==> src/rtl/gpio_burst_ctrl.sv <==
// Burst collector for a GPIO agent: counts beats, drains, then raises a completion irq.
// Optional burst watchdog enabled by defining GPIO_BURST_TIMEOUT_EN.
module gpio_burst_ctrl #(
  parameter int unsigned CNT_W       = 8,
  parameter int unsigned DRAIN_CYC   = 4,
  parameter int unsigned TIMEOUT_CYC = 255
) (
  input  logic             clk,
  input  logic             rst_n,
  input  logic             beat_vld,
  input  logic [1:0]       addr_space,
  input  logic             last,
  input  logic             irq_ack,
  output logic             ready,
  output logic             irq,
  output logic [1:0]       irq_space,
  output logic [CNT_W-1:0] beat_cnt,
  output logic             err
);

  localparam int unsigned DRAIN_W = (DRAIN_CYC > 0) ? $clog2(DRAIN_CYC + 1) : 1;
  localparam logic [CNT_W-1:0] CNT_MAX = '1;

  typedef enum logic [1:0] {IDLE, BURST, DRAIN, IRQ} state_t;

  state_t             state, state_nxt;
  logic [CNT_W-1:0]   count, count_nxt;
  logic [DRAIN_W-1:0] drain, drain_nxt;
  logic [1:0]         irq_space_nxt;
  logic [CNT_W-1:0]   beat_cnt_nxt;
  logic               err_nxt;
  logic               accept;

`ifdef GPIO_BURST_TIMEOUT_EN
  localparam int unsigned TMO_W = (TIMEOUT_CYC > 1) ? $clog2(TIMEOUT_CYC + 1) : 1;
  logic [TMO_W-1:0] tmo, tmo_nxt;
`endif

  assign accept = beat_vld & ready;

  // Next-state, counters and result capture
  always_comb begin
    state_nxt     = state;
    count_nxt     = count;
    drain_nxt     = drain;
    irq_space_nxt = irq_space;
    beat_cnt_nxt  = beat_cnt;
    err_nxt       = err;
`ifdef GPIO_BURST_TIMEOUT_EN
    tmo_nxt       = tmo;
`endif
    case (state)
      IDLE: begin
        if (accept) begin
          irq_space_nxt = addr_space;
          count_nxt     = CNT_W'(1);
          err_nxt       = 1'b0;
`ifdef GPIO_BURST_TIMEOUT_EN
          tmo_nxt       = '0;
`endif
          if (last) begin
            state_nxt = DRAIN;
            drain_nxt = DRAIN_W'(DRAIN_CYC);
          end else begin
            state_nxt = BURST;
          end
        end
      end
      BURST: begin
        if (accept) begin
          if (count == CNT_MAX) err_nxt = 1'b1;
          else                  count_nxt = count + CNT_W'(1);
          if (addr_space != irq_space) err_nxt = 1'b1;
`ifdef GPIO_BURST_TIMEOUT_EN
          tmo_nxt = '0;
`endif
          if (last) begin
            state_nxt = DRAIN;
            drain_nxt = DRAIN_W'(DRAIN_CYC);
          end
        end
`ifdef GPIO_BURST_TIMEOUT_EN
        // Watchdog: close the burst after TIMEOUT_CYC consecutive beat-free cycles
        else if (tmo == TMO_W'(TIMEOUT_CYC - 1)) begin
          err_nxt   = 1'b1;
          tmo_nxt   = '0;
          state_nxt = DRAIN;
          drain_nxt = DRAIN_W'(DRAIN_CYC);
        end else begin
          tmo_nxt = tmo + TMO_W'(1);
        end
`endif
      end
      DRAIN: begin
        if (drain == '0) begin
          state_nxt    = IRQ;
          beat_cnt_nxt = count;
        end else begin
          drain_nxt = drain - DRAIN_W'(1);
        end
      end
      IRQ: begin
        if (irq_ack) state_nxt = IDLE;
      end
      default: state_nxt = IDLE;
    endcase
  end

  // State and registered outputs; ready/irq follow the next state
  always_ff @(posedge clk) begin
    if (!rst_n) begin
      state     <= IDLE;
      count     <= '0;
      drain     <= '0;
      irq_space <= '0;
      beat_cnt  <= '0;
      err       <= 1'b0;
      ready     <= 1'b0;
      irq       <= 1'b0;
`ifdef GPIO_BURST_TIMEOUT_EN
      tmo       <= '0;
`endif
    end else begin
      state     <= state_nxt;
      count     <= count_nxt;
      drain     <= drain_nxt;
      irq_space <= irq_space_nxt;
      beat_cnt  <= beat_cnt_nxt;
      err       <= err_nxt;
      ready     <= (state_nxt == IDLE) || (state_nxt == BURST);
      irq       <= (state_nxt == IRQ);
`ifdef GPIO_BURST_TIMEOUT_EN
      tmo       <= tmo_nxt;
`endif
    end
  end

endmodule

==> config.mk <==
export PLATFORM = sky130hd
export DESIGN_NAME = gpio_burst_ctrl
export DESIGN_NICKNAME = d
export VERILOG_FILES = /design/src/rtl/gpio_burst_ctrl.sv
export SDC_FILE = /design/constraint.sdc
export NUM_CORES = 1
export LEC_CHECK = 0
export BUFFER_PORTS_ARGS = -buffer_cell sky130_fd_sc_hd__buf_2
export CAP_MARGIN = 15
export CORE_MARGIN = 2
export CORE_UTILIZATION = 55
export CTS_CLUSTER_SIZE = 25
export DETAILED_ROUTE_END_ITERATION = 8
export PLACE_DENSITY = 0.76
export SYNTH_ARGS = -nofsm -noshare
export SYNTH_HDL_FRONTEND = slang
export SYNTH_SLANG_ARGS = --single-unit
==> constraint.sdc <==
create_clock -name clk -period 1.55 [get_ports clk]
set_input_delay 0 -clock clk [delete_from_list [all_inputs] [get_ports clk]]
set_output_delay 0 -clock clk [all_outputs]
set_load 0.01 [all_outputs]
# After elaboration in Yosys (flattened, before gate mapping)
# Cells that the tools add are included.
# classes
addsub	2
eq_ne	14
muxes	20
bitwise	1
reduce_logical	12
# op_table
cell	n
$mux 8	3
$pmux 8 s2	1
$mux 2	6
$reduce_and 4->1	3
$mux 3	3
$add 8x1->8 const B	1
$eq 8x8->1 const B	1
$ne 2x2->1 const B	4
$pmux 2 s4	1
$eq 2x2->1 const B	3
$pmux 3 s2	1
$eq 2x1->1 const B	2
$logic_not 2->1	2
$mux 1	4
$ne 2x1->1 const B	2
$reduce_and 2->1	2
$reduce_bool 2->1	2
$logic_not 3->1	1
$ne 3x3->1 const B	1
$sub 3x1->3 const B	1
$ne 2x2->1	1
$pmux 1 s2	1
$reduce_or 2->1	1
$and 1x1->1	1
$logic_or 1x1->1	1
# totals
reg_bits	26
inputBits	7
out_inout_bits	13
word_cells	57

# Depth between registers and ports, before layout
# Gate-level depths: netlist of the first run.
# logic_depth
depth_word	5
ltp_mapped	6
depth_no_buf	5

# Least setup slack after synthesis of the first run
# Ideal clock, no wire load.
# synth_timing
path_kind	register to register
start	register count[0]
end	register count[6]
setup_time_ns	0.070
arrival_ns	1.301
t_required_ns	1.480
setup_slack_ns	0.179
stages_incl_launch_ff	5
n_path_buf	0
period_less_slack_ns	1.371
path_cell_list	dfxtp_1 > ha_1 > nand3_1 > or4_1 > a21boi_1
# synth_via
elab_chain_cells	4
word_cells_on_any_way	7
classes_between	add/sub (1); eq/ne (2); mux (3); reduce/logical (1)
# synth_lines
item	line	source
start: declaration	27	logic [CNT_W-1:0] count, count_nxt;
start signal: assignment	125	count <= count_nxt;
$add 8x1->8	72	else count_nxt = count + CNT_W'(1);
$mux 8	71	if (count == CNT_MAX) err_nxt = 1'b1;
$mux 8	70	if (accept) begin
$pmux 8 s2	52	case (state)
# Several ways; a longest one is shown, not always the timed one. The select of a mux whose other input is x is not followed.
# A chain may end at the register's enable or synchronous reset.

# Worst setup path in the final report of the first run
# layout_timing
start	register count[1]
end	register count[6]
# Same word-level chain as after synthesis.

==> results of run 1 <==
[path summary, 6_finish.rpt]
kind | from | to | slack (ns) | cells past startpoint
setup / recovery | count[1] | count[6] | 0.09 | 4
hold / removal | irq_ack | irq | 0.01 | 3
setup reg to reg | count[1] | count[6] | 0.09 | 4
hold reg to reg | beat_cnt[7] | beat_cnt[7] | 0.47 | 2
[worst max-delay path, cell delays in order, from the launching register on]
cell and delay (ns):
dfxtp_2 0.38, ha_2 0.23, nand3_4 0.11, or4_1 0.52
a21boi_1 0.15
[kinds of logic (layout without fill, tap and decap cells)]
logic type	after synthesis	count (layout)
compound gates	45	45
xor+xnor	2	2
fa+ha+maj	3	3
buf+inv	14	37
flops	26	26
mux	1	1
simple gates	61	61
[sequential cells by signal, summed over array words and instances, names as in the netlist]
name	count
beat_cnt	8
count	8
drain	3
err	1
irq	1
irq_space	2
ready	1
state	2
[repair_timing]
item	CTS	global route
hold buffers	3	0
endpoints found under the hold margin	3	0
pin swaps	0	1
buffers inserted	0	1
gates resized for setup	3	8
setup endpoints to repair	4	14
[metrics by stage]
stage               hold WS [ns]  setup TNS, ns  std cells  area (um^2)  setup slack, ns
detailed placement         0.287        -0.0516        195         1400          -0.0425
floorplan                  0.145              0        152         1280            0.179
finish                    0.0150              0        203         1530           0.0902
CTS                       0.0111              0        202         1500           0.0133
global placement           0.270              0        195         1400           0.0806
global route              0.0212              0        203         1530           0.0280
[placed cells by master (no fill, tap or decap), types with 3 or more instances in the layout]
cell type      Yosys  layout
a21boi_0          13      12
a21boi_1           3       4
a21oi_1            5       5
and3_1             4       4
buf_2              2      19
buf_4              3       7
clkbuf_4           0       3
dfxtp_1           26      22
dfxtp_2            0       4
dlygate4sd3_1      0       3
inv_1              4       4
nand2_1           27      27
nand3_1            5       4
nand3b_1           3       3
nor2_1             5       5
nor2b_1            3       3
o21ai_0           14      14
[synth_stat cells, types with 2 or more instances]
master / instances
inv_1: 4
a21boi_0: 13
ha_1: 3
a21boi_1: 3
nor2b_1: 3
dfxtp_1: 26
nand2_1: 27
o311a_1: 2
nand3b_1: 3
clkbuf_1: 3
nand4_1: 2
nand2b_1: 2
a31oi_1: 2
nor2_1: 5
and3_1: 4
xnor2_1: 2
o21ai_0: 14
nand3_1: 5
buf_2: 2
a21oi_1: 5
buf_4: 3
[area by class of cell]
type                            count  area [um^2]  area share (%)
Timing Repair Buffer               29          178            11.6
Sequential cell                    26          526            34.4
Clock inverter                      1         30.0            1.97
Clock buffer                        3         22.5            1.47
Tap cell                           28         35.0            2.29
Inverter                            4         15.0           0.983
Multi-Input combinational cell    112          722            47.3
[power by group]
group | internal [mW] | leakage (nW) | total, mW | switching [mW]
Sequential | 0.687 | 0.212 | 0.705 | 0.0186
Clock | 0.262 | 0.0279 | 0.472 | 0.210
Combinational | 0.0729 | 0.367 | 0.160 | 0.0875
[routing by layer]
metal	GRT usage [%]	vias up	share of wire [%]
met1	26.8	544	45
met4	8.97	0	2.2
met2	42.3	28	50
met3	2.86	6	3.3
met5	0	-	0
li1	-	588	-
==> reports/qor.txt, run 1 <==
Critical-path maximum fanout = 5
Synth Flop Type = dfxtp_1
Syn nets = 162
GPL Wtd Cong = 0.891
Synth area leader = dfxtp_1
Initial antenna violation count = 0
Initial core utilization = 58.1%
Crit path required time = 1.81 ns
Port Buf Inserts = 19
Vias in the first global route = 1,133
DR vias = 1,166
CP startpoint kind = flop
Final Power = 1.34 mW
Vias/cell = 5.74
Worst setup EP type = flop
WP data arrival = 1.72 ns
H-Tree Depth = 1
Layout cells sized above 1 = 22.9%
Clock Tree Root = clkbuf_4
Fmax = 685 MHz
Yosys warns = 0
Diode count = 0
Fraction of the cycle the final worst path needs = 94.2%
Post-layout util = 69.1%
Count of cell types in the netlist = 40
GRT Total Usage = 23.0%
Post-route DRC = 0
Worst Clk Skew = 0.00523 ns
TritonCTS clock tree = yes
Hold Path Class = input port to flop
Complex-gate fraction of the synthesized area = 23.9%
IO Count = 20
Xor/xnor share of the synthesized area = 1.36%
Layout area overhead = 18.9%
DIE AREA = 2740 um^2
CTS Sinks = 26
Post-route ant nets = 0
Combinational family with the most area after synthesis = simple AND/OR/NAND/NOR gates
HPWL after detailed placement = 1930 um
Syn_area_per_cell = 8.45 um^2
Post-synthesis mux area share = 0.779%
Share of the synthesized area in the top cell type = 40.5%
Slew Viols, Final = 0
DRC marker count from the first detailed-route iteration = 25
Max-cap violations = 0
Simple-gate share of the synthesized area = 24.8%
Maximum buffer depth of the clock tree = 2
DR pass1 iterations = 4
RSZ-0062 raised after global routing = false
Pleak = 0.607 nW
Post-synth ARST share = 0%
Final setup viols = 0
Global-route wire length before repair = 4730 um
Post-synth EDFFs = 0
Final Hold Fails = 0
Later-pin clock latency in the skew report = 0.33 ns
Synth Area in Adders = 2.92%
Synth Cell Area = 1280 um^2
Cells after Synth = 152
Chip height = 52.3 um
Worst vdd ir = 0.768 mV
#FFs+latches synth = 26
Worst slew pin tran = 0.409 ns
Final nets = 186
Status = finished, final reports clean
Tmin final = 1.46 ns
Setup CP Type = flop to flop
WL/cell = 13.7 um
Top post-synthesis cells by area = dfxtp_1 41%, nand2_1 7.9%, a21boi_0 7.6%
CORE AREA = 2210 um^2
Fillers = 200
Seq/Total Area, Yosys = 40.5%
GRT overflow = 0
Clk slew on worst S/H paths = 0.15 ns
Final wirelength = 2780 um
Site Rows = 17
Num CTS Buffers = 3
Largest net degree at the start of global routing = 29
Pwr per Cell Area = 876 nW/um^2
Die Wd = 52.3 um
Max transition margin = 72.7%
Note: power is estimated with default switching activity, not from simulation.
==> inputs of run 2 (changes only) <==
--- a/config.mk
+++ b/config.mk
@@ -8,10 +8,11 @@
 export BUFFER_PORTS_ARGS = -buffer_cell sky130_fd_sc_hd__buf_2
 export CAP_MARGIN = 15
 export CORE_MARGIN = 2
-export CORE_UTILIZATION = 55
+export CORE_UTILIZATION = 49
 export CTS_CLUSTER_SIZE = 25
 export DETAILED_ROUTE_END_ITERATION = 8
-export PLACE_DENSITY = 0.76
+export PLACE_DENSITY = 0.71
 export SYNTH_ARGS = -nofsm -noshare
 export SYNTH_HDL_FRONTEND = slang
 export SYNTH_SLANG_ARGS = --single-unit
+export TNS_END_PERCENT = 30
==> constraint.sdc (replaced) <==
create_clock -name clk -period 1.26 [get_ports clk]
set_input_delay 0 -clock clk [delete_from_list [all_inputs] [get_ports clk]]
set_output_delay 0 -clock clk [all_outputs]
set_load 0.05 [all_outputs]
==> run 2 against run 1 <==
Compared with the run above: the run now ends with negative hold slack, negative setup slack left; hold slack worse by 0.016 ns; first-iteration DRC count down 20%; clock power down 5.3%; critical path depth up 1; clock-buffer cell count up 1; critical endpoint is now irq_space[0]; global-route usage down 0.91 points; fmax up 6.6%; highest routed layer unchanged; sequential share of layout area down 5.0 points; largest cell class unchanged; die area up 11%; wire length up 20%; sequential power up 22%; register-to-register slack worse by 0.20 ns.
==> reports/qor.txt, run 2 (same netlist as run 1, synthesis figures left out) <==
Status = finished, violations left
Violated checks = negative hold slack, negative setup slack
Clock Tree Root = clkbuf_4
Max-cap violations = 0 (unchanged)
RSZ-0062 raised after global routing = true
Global-route wire length before repair = 5450 um (+15%)
CORE AREA = 2480 um^2 (+12%)
GRT overflow = 0 (unchanged)
CP startpoint kind = flop
WL/cell = 14.1 um (+3.1%)
Most common cell after layout, fill and taps aside = buf_4
Post-route ant nets = 0 (unchanged)
Met3 WL = 83 um (-8.8%)
Initial core utilization = 51.9% (-6.2 points)
Maximum buffer depth of the clock tree = 2 (unchanged)
Clock network fraction of total power = 27.3% (-8.0 points)
Hold depth = 4 (+1)
Worst-path cell chain = buf_4, nand3b_1, buf_4, o21ai_0, a21boi_0
Routed wl met2 = 1680 um (+21%)
Clk slew on worst S/H paths = 0.15 ns (about the same)
Crit path required time = 1.50 ns (-0.31 ns)
Pleak = 0.774 nW (+28%)
Worst R2R Path Depth = 5 (+1)
Switching part of the total = 28.0% (+4.3 points)
Critical-path maximum fanout = 6 (+1)
Layout area overhead = 44.3%
Final nets = 218 (+17%)
R2R setup slack = -0.11 ns (-0.20 ns)
Chip height = 55.2 um (+5.5%)
Final Power = 1.64 mW (+23%)
Slew Viols, Final = 0 (unchanged)
Worst vdd ir = 0.880 mV (+15%)
Comb power frac = 20.3% (+8.3 points)
Most used cell, CP = buf_4
Crit Reg-Reg Endpoint = irq_space[0]
WL met1 = 1500 um (+21%)
Tmin final = 1.37 ns (-0.0902 ns)
Hold_sp = irq_ack
TritonCTS clock tree = yes
Fraction of the cycle the final worst path needs = 109% (+15 points)
Uppermost layer routed = met4
Setup TNS = -0.684 ns (-0.684 ns)
Vias in the first global route = 1,255 (+11%)
Site Rows = 18 (+1)
Final setup viols = 11 (+11)
Internal = 1.18 mW (+16%)
Hold Path Class = input port to flop
Diode count = 0 (unchanged)
Worst slew pin tran = 0.421 ns (+0.0123 ns)
Worst Clk Skew = 0.00509 ns (-0.000142 ns)
DIE AREA = 3050 um^2 (+11%)
Later-pin clock latency in the skew report = 0.34 ns (about the same)
Hold WS = -0.000532 ns (-0.0155 ns)
Crit path max-delay cell type = dfxtp_4
IO Count = 20 (unchanged)
Setup ws final = -0.110 ns (-0.200 ns)
Setup CP Type = flop to flop
Layout cells sized above 1 = 42.5% (+20 points)
Num CTS Buffers = 3 (unchanged)
Fmax = 730 MHz (+6.6%)
WP data arrival = 1.61 ns (-0.11 ns)
Psw = 0.459 mW (+45%)
Final Hold Fails = 1 (+1)
Die Wd = 55.2 um (+5.5%)
DRC marker count from the first detailed-route iteration = 20 (-20%)
Fillers = 184 (-8.0%)
FF-to-FF Start = state[1]
Largest net degree at the start of global routing = 29 (unchanged)
GPL Wtd Cong = 0.897 (+0.68%)
HPWL after detailed placement = 2180 um (+13%)
Worst setup EP type = flop
Max transition margin = 71.9% (-0.82 points)
H-Tree Depth = 1 (unchanged)
GRT Total Usage = 22.1% (-0.91 points)
Hold Path Sink = state[0]
Vias/cell = 5.51 (-4.0%)
Final wirelength = 3350 um (+20%)
DR pass1 iterations = 6 (+2)
Top flop regs = beat_cnt: 8 flops, count: 8 flops, drain: 3 flops
Placed instance area = 1630 um^2 (+16%)
Final Instance Area = 1850 um^2 (+21%)
CTS Sinks = 26 (unchanged)
Port Buf Inserts = 19 (unchanged)
Initial antenna violation count = 0 (unchanged)
Post-route DRC = 0 (unchanged)
Most frequent cells in the layout = 34 x buf_4, 27 x nand2_1, 19 x buf_2
CP peak stage delay = 0.40 ns (-0.12 ns)
Pwr per Cell Area = 885 nW/um^2 (+1.1%)
Seq pwr share = 52.5% (-0.2 points)
DR vias = 1,307 (+12%)
==> run 2: layout make-up <==
class                      count  area (um^2)  area share [%]
timing repair buffer          61          437            23.5
multi-input combinational    112          785            42.3
tap                           30         37.5            2.02
inverter                       4         15.0           0.810
sequential                    26          544            29.4
clock buffer                   4         36.3            1.96
==> run 2: critical path, delay by kind of cell (launching register included) <==
family,cells,cell delay [ns]
simple gates,1,0.29
flops,1,0.40
buf+inv,2,0.37
compound gates,2,0.22
==> run 2: worst max-delay path by stage <==
stage,from,endpoint,slack (ns)
after global routing,state[1],irq_space[0],-0.20
after floorplan,state[1],count[5],-0.02
after CTS,count[1],count[6],-0.1
final,state[1],irq_space[0],-0.11
after global placement,state[1],drain[0],-0.09
after detailed placement,state[1],drain[0],-0.14
==> run 2: metrics by stage <==
stage          setup slack (ns)  utilization (%)  std cells  hold WS (ns)
6_report                 -0.110             74.8        237     -0.000532
5_1_grt                  -0.203             74.8        237        0.0350
4_1_cts                 -0.0971             73.2        234       0.00873
3_5_place_dp             -0.139             65.7        222         0.288
3_3_place_gp            -0.0855             65.7        222         0.273
2_1_floorplan           -0.0206                -        152         0.145
==> run 2: power groups by stage <==
stage	combinational, mW	sequential [mW]	clock, mW
after detailed placement	0.267	0.881	0
after global placement	0.259	0.879	0
final	0.333	0.861	0.447
after CTS	0.309	0.859	0.447
after floorplan	0.134	0.905	0
after global routing	0.363	0.865	0.474
==> run 2: routing by layer <==
metal	vias to the layer above	global-route usage, %
li1	650	-
met1	627	26.5
met2	23	39.6
met3	7	2.34
met4	0	9.76
met5	-	0
==> run 2: repair_timing <==
item,CTS,global route
hold buffers,3,0
hold endpoints to repair,3,0
endpoints found under the setup margin,23,23
gates resized for setup,28,13
buffers inserted,5,3
pin swaps,5,10
